### config.mk
export PLATFORM = sky130hd
export DESIGN_NAME = flash_trigger
export DESIGN_NICKNAME = d
export VERILOG_FILES = /design/src/rtl/flash_trigger.sv
export SDC_FILE = /design/constraint.sdc
export NUM_CORES = 1
export LEC_CHECK = 0
export CAP_MARGIN = 20
export CORE_MARGIN = 5
export CORE_UTILIZATION = 60
export CTS_BUF_LIST = sky130_fd_sc_hd__clkbuf_8
export CTS_CLUSTER_SIZE = 16
export DETAILED_ROUTE_END_ITERATION = 12
export PLACE_DENSITY = 0.79
export SETUP_SLACK_MARGIN = 0.5
export SYNTH_ARGS = -nofsm -noshare
export SYNTH_HDL_FRONTEND = slang
export SYNTH_SLANG_ARGS = --single-unit
### constraint.sdc
create_clock -name CLK -period 3.25 [get_ports CLK]
set_clock_uncertainty 0.2 [all_clocks]
set_input_delay 0.8125 -clock CLK [delete_from_list [all_inputs] [get_ports CLK]]
set_output_delay 0.8125 -clock CLK [all_outputs]
set_load 0.01 [all_outputs]
### src/rtl/flash_trigger.sv
// Button-to-flash request: sync, debounce, rising-edge detect, fixed-width FLSH pulse.
// Build option FLASH_RETRIGGER_EN: a press during HOLD restarts the pulse and is counted.
module flash_trigger #(
    parameter int unsigned DB_CYCLES   = 1_000_000,
    parameter int unsigned HOLD_CYCLES = 200_000_000
) (
    input  logic       CLK,
    input  logic       RST,
    input  logic       BTN,
    output logic       FLSH,
    output logic [7:0] PRESS_CNT
);

    localparam int unsigned DW = $clog2(DB_CYCLES + 1);
    localparam int unsigned HW = (HOLD_CYCLES > 1) ? $clog2(HOLD_CYCLES) : 1;

    typedef enum logic {
        IDLE = 1'b0,
        HOLD = 1'b1
    } state_t;

    logic          s1;
    logic          s2;
    logic          stable;
    logic          stable_d;
    logic [DW-1:0] db_cnt;
    logic [HW-1:0] hold_cnt;
    state_t        state;
    logic          press;

    // Two-flop synchronizer on the raw button
    always_ff @(posedge CLK) begin
        if (RST) begin
            s1 <= 1'b0;
            s2 <= 1'b0;
        end else begin
            s1 <= BTN;
            s2 <= s1;
        end
    end

    // A new level is accepted only after DB_CYCLES consecutive differing samples
    always_ff @(posedge CLK) begin
        if (RST) begin
            stable   <= 1'b0;
            stable_d <= 1'b0;
            db_cnt   <= '0;
        end else begin
            stable_d <= stable;
            if (s2 == stable) begin
                db_cnt <= '0;
            end else if (db_cnt == DW'(DB_CYCLES - 1)) begin
                stable <= s2;
                db_cnt <= '0;
            end else begin
                db_cnt <= db_cnt + DW'(1);
            end
        end
    end

    assign press = stable & ~stable_d;

    // Pulse FSM: hold_cnt counts down the remaining HOLD cycles after the first
    always_ff @(posedge CLK) begin
        if (RST) begin
            state     <= IDLE;
            hold_cnt  <= '0;
            PRESS_CNT <= 8'd0;
        end else begin
            case (state)
                IDLE: begin
                    if (press) begin
                        state     <= HOLD;
                        hold_cnt  <= HW'(HOLD_CYCLES - 1);
                        PRESS_CNT <= PRESS_CNT + 8'd1;
                    end
                end
                HOLD: begin
`ifdef FLASH_RETRIGGER_EN
                    if (press) begin
                        hold_cnt  <= HW'(HOLD_CYCLES - 1);
                        PRESS_CNT <= PRESS_CNT + 8'd1;
                    end else if (hold_cnt != '0) begin
                        hold_cnt <= hold_cnt - HW'(1);
                    end else begin
                        state <= IDLE;
                    end
`else
                    if (hold_cnt != '0) begin
                        hold_cnt <= hold_cnt - HW'(1);
                    end else begin
                        state <= IDLE;
                    end
`endif
                end
                default: state <= IDLE;
            endcase
        end
    end

    assign FLSH = (state == HOLD);

endmodule

==> results of run 1 <==
==> registers in the layout (all words and copies together), names as in the netlist <==
register	count
s1	1
db_cnt	20
stable_d	1
PRESS_CNT	8
hold_cnt	28
stable	1
s2	1
FLSH	1
==> synthesized netlist by cell type, types with 6 or more instances <==
| library cell | number | area [sq um] |
|---|---|---|
| a21oi_1 | 7 | 35.0 |
| a31oi_1 | 8 | 50.1 |
| and3_1 | 6 | 37.5 |
| clkbuf_1 | 13 | 48.8 |
| dfxtp_1 | 61 | 1220 |
| inv_1 | 6 | 22.5 |
| nand2_1 | 25 | 93.8 |
| nand3_1 | 19 | 95.1 |
| nand4_1 | 9 | 56.3 |
| nor2_1 | 44 | 165 |
| nor3_1 | 7 | 35.0 |
| o21ai_0 | 9 | 45.0 |
| or3_1 | 9 | 56.3 |
| or4_1 | 8 | 60.1 |
| xnor2_1 | 11 | 96.3 |
| xor2_1 | 22 | 193 |
==> cells by family (layout without fill, tap and decap cells) <==
logic type      Yosys count  after routing  synth area share
fa+ha+maj                 4              4            0.0177
xor+xnor                 33             33             0.102
compound gates           44             44             0.104
simple gates            159            159             0.304
buf+inv                  23             41            0.0323
mux                       2              2           0.00708
flops                    61             61             0.432
==> through the flow <==
stage          cells  setup slack (ns)
2_1_floorplan    326             0.580
3_3_place_gp     380             0.478
3_5_place_dp     380             0.434
4_1_cts          396             0.480
5_1_grt          398             0.508
6_report         398             0.534
==> power by group through the flow <==
stage	combinational (mW)	sequential (mW)	clock (mW)
2_1_floorplan	0.0119	0.766	0
3_3_place_gp	0.0187	0.766	0
3_5_place_dp	0.0187	0.767	0
4_1_cts	0.0187	0.749	0.662
5_1_grt	0.0208	0.749	0.699
6_report	0.0189	0.749	0.651
==> routing by layer <==
layer,up-vias,routed length (um),global-route usage
li1,1200,-,-
met1,1152,2950,0.274
met2,57,2650,0.322
met3,7,275,0.0493
met4,0,101,0.105
met5,-,0,0
==> final timing paths <==
kind	start	to	slack (ns)
max reg2reg	hold_cnt[13]	hold_cnt[21]	0.53
max	hold_cnt[13]	hold_cnt[21]	0.53
min reg2reg	s1	s2	0.24
min	s1	s2	0.24
==> cells in the final DEF, fill, tap and decap left out, types with 4 or more instances in the layout <==
master / instances
xnor2_1: 11
nand4_1: 9
o21ai_0: 9
and3_1: 6
inv_1: 7
clkdlybuf4s50_1: 11
nand3_1: 19
a21oi_1: 7
ha_1: 4
o31ai_1: 4
nor4_1: 4
nor2_1: 44
nand2_1: 25
xor2_1: 22
clkbuf_8: 9
or3_1: 8
buf_4: 8
a31oi_1: 8
dfxtp_1: 61
nor3_1: 7
or4_1: 6
==> what timing repair did <==
action                                  CTS  global route
endpoints found under the setup margin   10            15
gates resized for setup                   3             5
pin swaps                                 0             1
hold buffers                              0             0
setup buffers                             0             2
==> cell type report <==
| class | count | area [sq um] | share of cell area |
|---|---|---|---|
| multi-input cells | 242 | 1570 | 0.484 |
| flip-flops and latches | 61 | 1220 | 0.377 |
| repair buffers | 19 | 170 | 0.0525 |
| clock buffers | 9 | 124 | 0.0382 |
| clock inverters | 7 | 67.6 | 0.0209 |
| well taps | 54 | 67.6 | 0.0209 |
| inverters | 6 | 22.5 | 0.00695 |
==> key figures, run 1 <==
Global route
  – Vias in the first global route: 2,263
  – Global-route wire length before repair: 10.2 mm
  – Initial antenna violation count: 0
  – GRT Overall Usage: 0.209
  – Total gr overflow: 0
  – Largest net degree at the start of global routing: 21

Final layout
  – Fill cells: 356
  – Final net count: 346
  – Final Util: 0.695
  – Diodes inserted: 0
  – Layout cells sized above 1: 0.116
  – Area grow syn2layout: 14.6%
  – Finished Cell Area: 3240 sq um

Placement
  – I/O Buffers: 11
  – GP Congestion: 0.802
  – Hpwl dp: 3.95 mm
  – DP Area: 2990 sq um

Floorplanning
  – Die H: 78.7 um
  – Core Area: 4660 sq um
  – Initial Util: 0.607
  – Chip Width: 78.7 um
  – I/O pins: 12
  – Die area: 6190 sq um
  – Row count: 25

Timing
  – Final setup fails: 0
  – Worst Tran Pin Value: 0.854 ns
  – Slew margin rel.: 0.427
  – Max Freq: 0.368 GHz
  – Final Hold Viols: 0
  – Final Max Slew Viols: 0
  – Final period util: 0.836
  – RSZ-0062 raised after global routing: no
  – Final min period: 2.72 ns
  – Hold_ws: 0.242 ns
  – Setup TNS: 0 ns

Routing
  – DRT Pass-1 Iters: 5
  – DRC Markers: 0
  – Via density: 6.07
  – Routed wire length: 5.98 mm
  – Via count: 2,416
  – Final ANT Viol Nets: 0
  – Starting DRT DRC Count: 194
  – DR WL/cell: 15.0 um

Power
  – Switching Fraction: 0.222
  – Internal: 1.10 mW
  – VDD IR max: 0.000284 V
  – P_leak: 1.16 nW
  – Combinational Power Share: 0.013
  – Seq pwr share: 0.528
  – NetSw: 0.316 mW
  – PD cells: 438 nW/um^2
  – Overall power: 1.42 mW
  – Clk pwr share: 0.459

Critical path
  – CP bufs+invs: 0
  – Crit. End Element: flop
  – Critical path's slowest cell: or4_4
  – Critical path peak fanout: 7
  – Largest stage delay on the critical path: 0.57 ns
  – Critical Path AT: 2.78 ns
  – Crit path kind: reg2reg
  – CP Launch Type: flop
  – CP cell instances: or4_4 -> or3_4 -> or4_4 -> or4_1 -> a31oi_1
  – Crit path max-delay family: simple AND/OR/NAND/NOR gates
  – Worst Path Required: 3.31 ns
  – WP depth: 5
  – R2R depth: 5
  – Cell mode on critical path: or4_4

Logic synthesis
  – FFs w/ async S/R, synth: 0
  – Synth warn: 0
  – Cell Area, Synth: 2830 sq um
  – Sequential element share of the synthesized area: 0.432
  – Mapped Cells: 326
  – Synth Register Bits: 61
  – Synthesized area per cell: 8.67 sq um
  – Synth Flop Type: dfxtp_1
  – Post-synth EDFFs: 0
  – Yosys cell types: 46
  – Synthesized netlist net count: 333

Worst hold path
  – HP Class: reg2reg
  – Hold Path Depth: 1

Clock tree
  – Worst-path clk slew: 0.07 ns
  – H-tree depth: 3
  – Skew-Pair Late Insertion Delay: 0.34 ns
  – Max clock buf depth: 2
  – Total CTS buffers: 9
  – Root Driver: clkbuf_8
  – Clock sinks: 61
  – CTS tree: built

Run status
  – Status: completed

Job
  – Max-cap violation count: 0
No activity file was read; power rests on OpenSTA's default activity.
==> run 2, diff against run 1 <==
Clock period 3.25 ns to 2.5 ns, I/O delays scaled along.
==> key figures, run 2 (synthesized netlist as in run 1, its figures left out) <==
Critical path
  – R2R setup slack: -0.04 ns
  – Crit path kind: reg2reg
  – Worst Path Required: 2.57 ns
  – Crit path max-delay family: simple AND/OR/NAND/NOR gates
  – Critical path launch point: hold_cnt[16]
  – Crit. End Element: flop
  – Reg2reg end: hold_cnt[21]
  – R2R depth: 5
  – FF-to-FF Start: hold_cnt[16]
  – Critical path peak fanout: 4
  – WP depth: 5
  – Largest stage delay on the critical path: 0.52 ns
  – Crit path to: hold_cnt[21]
  – Cell mode on critical path: or4_4
  – CP bufs+invs: 0
  – CP cell instances: or4_4 -> or3_4 -> or4_4 -> or4_4 -> a31oi_4
  – Critical Path AT: 2.61 ns
  – CP Launch Type: flop
  – Critical path's slowest cell: or4_4

Power
  – Combinational Power Share: 0.016
  – Internal: 1.46 mW
  – Seq pwr share: 0.521
  – VDD IR max: 0.000511 V
  – Clk pwr share: 0.463
  – P_leak: 1.44 nW
  – Switching Fraction: 0.220
  – Overall power: 1.87 mW
  – PD cells: 501 nW/um^2
  – NetSw: 0.412 mW

Run status
  – Failing checks: setup timing
  – Status: complete, but fails checks

Clock tree
  – Root Driver: clkbuf_8
  – Clock sinks: 61
  – Max clock buf depth: 2
  – CTS tree: built
  – Worst-path clk slew: 0.06 ns
  – Total CTS buffers: 9
  – H-tree depth: 3
  – Skew-Pair Late Insertion Delay: 0.35 ns

Final layout
  – Diodes inserted: 0
  – Most frequent cells in the layout: dfxtp_1 (55), nor2_1 (44), buf_4 (25)
  – Largest Register: hold_cnt
  – Max reg flops: 28
  – Leading registers by flop count: hold_cnt x28, db_cnt x20, PRESS_CNT x8
  – Commonest non-fill, non-tap cell in the layout: dfxtp_1
  – Final Util: 0.800
  – Combined area of the multi-input logic cells: 1790 sq um
  – Fill cells: 266
  – Layout cells sized above 1: 0.261
  – FF/Latch Area: 1230 sq um
  – Final net count: 375
  – Post-Layout Cell Count: 425
  – Area grow syn2layout: 31.9%

Placement
  – Hpwl dp: 4.17 mm
  – GP Congestion: 0.860
  – Pre-CTS setup slack: -0.0716 ns
  – Inst Count DP: 403
  – I/O Buffers: 11

Timing
  – Final setup fails: 1
  – Worst Tran Pin Value: 0.517 ns
  – Final min period: 2.54 ns
  – Final Hold Viols: 0
  – Final worst slack: -0.0438 ns
  – RSZ-0062 raised after global routing: yes
  – Max Freq: 0.393 GHz
  – Final Max Slew Viols: 0
  – Hold_ws: 0.270 ns
  – Final period util: 1.02
  – Slew margin rel.: 0.650

Global route
  – Vias in the first global route: 2,729
  – Initial antenna violation count: 0
  – Total gr overflow: 0
  – Largest net degree at the start of global routing: 38
  – GRT Overall Usage: 0.259
  – Global-route wire length before repair: 12.7 mm

Routing
  – DR WL/cell: 18.7 um
  – Routed wire length: 7.95 mm
  – Starting DRT DRC Count: 180
  – Via density: 6.42
  – Final ANT Viol Nets: 0
  – DRC Markers: 0
  – DRT Pass-1 Iters: 5
  – Via count: 2,728

Floorplanning
  – Chip Width: 78.7 um
  – Row count: 25
  – Die area: 6190 sq um
  – Core Area: 4660 sq um
  – Initial Util: 0.607
  – Die H: 78.7 um
  – I/O pins: 12

Worst hold path
  – HP Class: reg2reg

Job
  – Max-cap violation count: 0
[run 2: how the worst min path moves through the flow]
stage	start	to	slack, ns	depth (start not counted)
2_1_floorplan	s1	s2	0.21	1
3_3_place_gp	s1	s2	0.22	1
3_5_place_dp	s1	s2	0.24	1
4_1_cts	s1	s2	0.25	1
5_1_grt	s1	s2	0.28	1
6_report	db_cnt[0]	db_cnt[0]	0.27	1
[run 2: area by class of cell]
cell class | count | share of cell area
repair buffers | 48 | 0.116
clock inverters | 4 | 0.0134
flip-flops and latches | 61 | 0.329
clock buffers | 10 | 0.0369
inverters | 6 | 0.00604
well taps | 54 | 0.0181
multi-input cells | 242 | 0.480
[run 2: power by group through the flow]
stage          Clock, mW  Sequential, mW  Combinational [mW]
4_1_cts            0.866           0.974              0.0280
2_1_floorplan          0           0.996              0.0155
5_1_grt            0.913           0.974              0.0312
6_report           0.865           0.975              0.0297
3_3_place_gp           0           0.996              0.0265
3_5_place_dp           0           0.997              0.0265
[run 2: what timing repair did]
item | 4_1_cts | 5_1_grt
hold buffers | 0 | 0
gates resized for setup | 57 | 19
cloned | 1 | 0
endpoints found under the setup margin | 38 | 50
buffers inserted | 6 | 1
pin swaps | 24 | 5
[run 2: metal layers]
| layer | track usage | up-vias | wire length (um) |
|---|---|---|---|
| met5 | 0 | - | 0 |
| met1 | 0.307 | 1291 | 3180 |
| met4 | 0.138 | 0 | 301 |
| li1 | - | 1264 | - |
| met3 | 0.0837 | 37 | 703 |
| met2 | 0.416 | 136 | 3770 |
[run 2: per-stage QoR]
step	cell area, sq um	setup TNS (ns)
4_1_cts	3650	0
6_report	3730	-0.0438
3_3_place_gp	3190	-0.0239
3_5_place_dp	3190	-0.0716
2_1_floorplan	2860	-0.573
5_1_grt	3730	-0.324
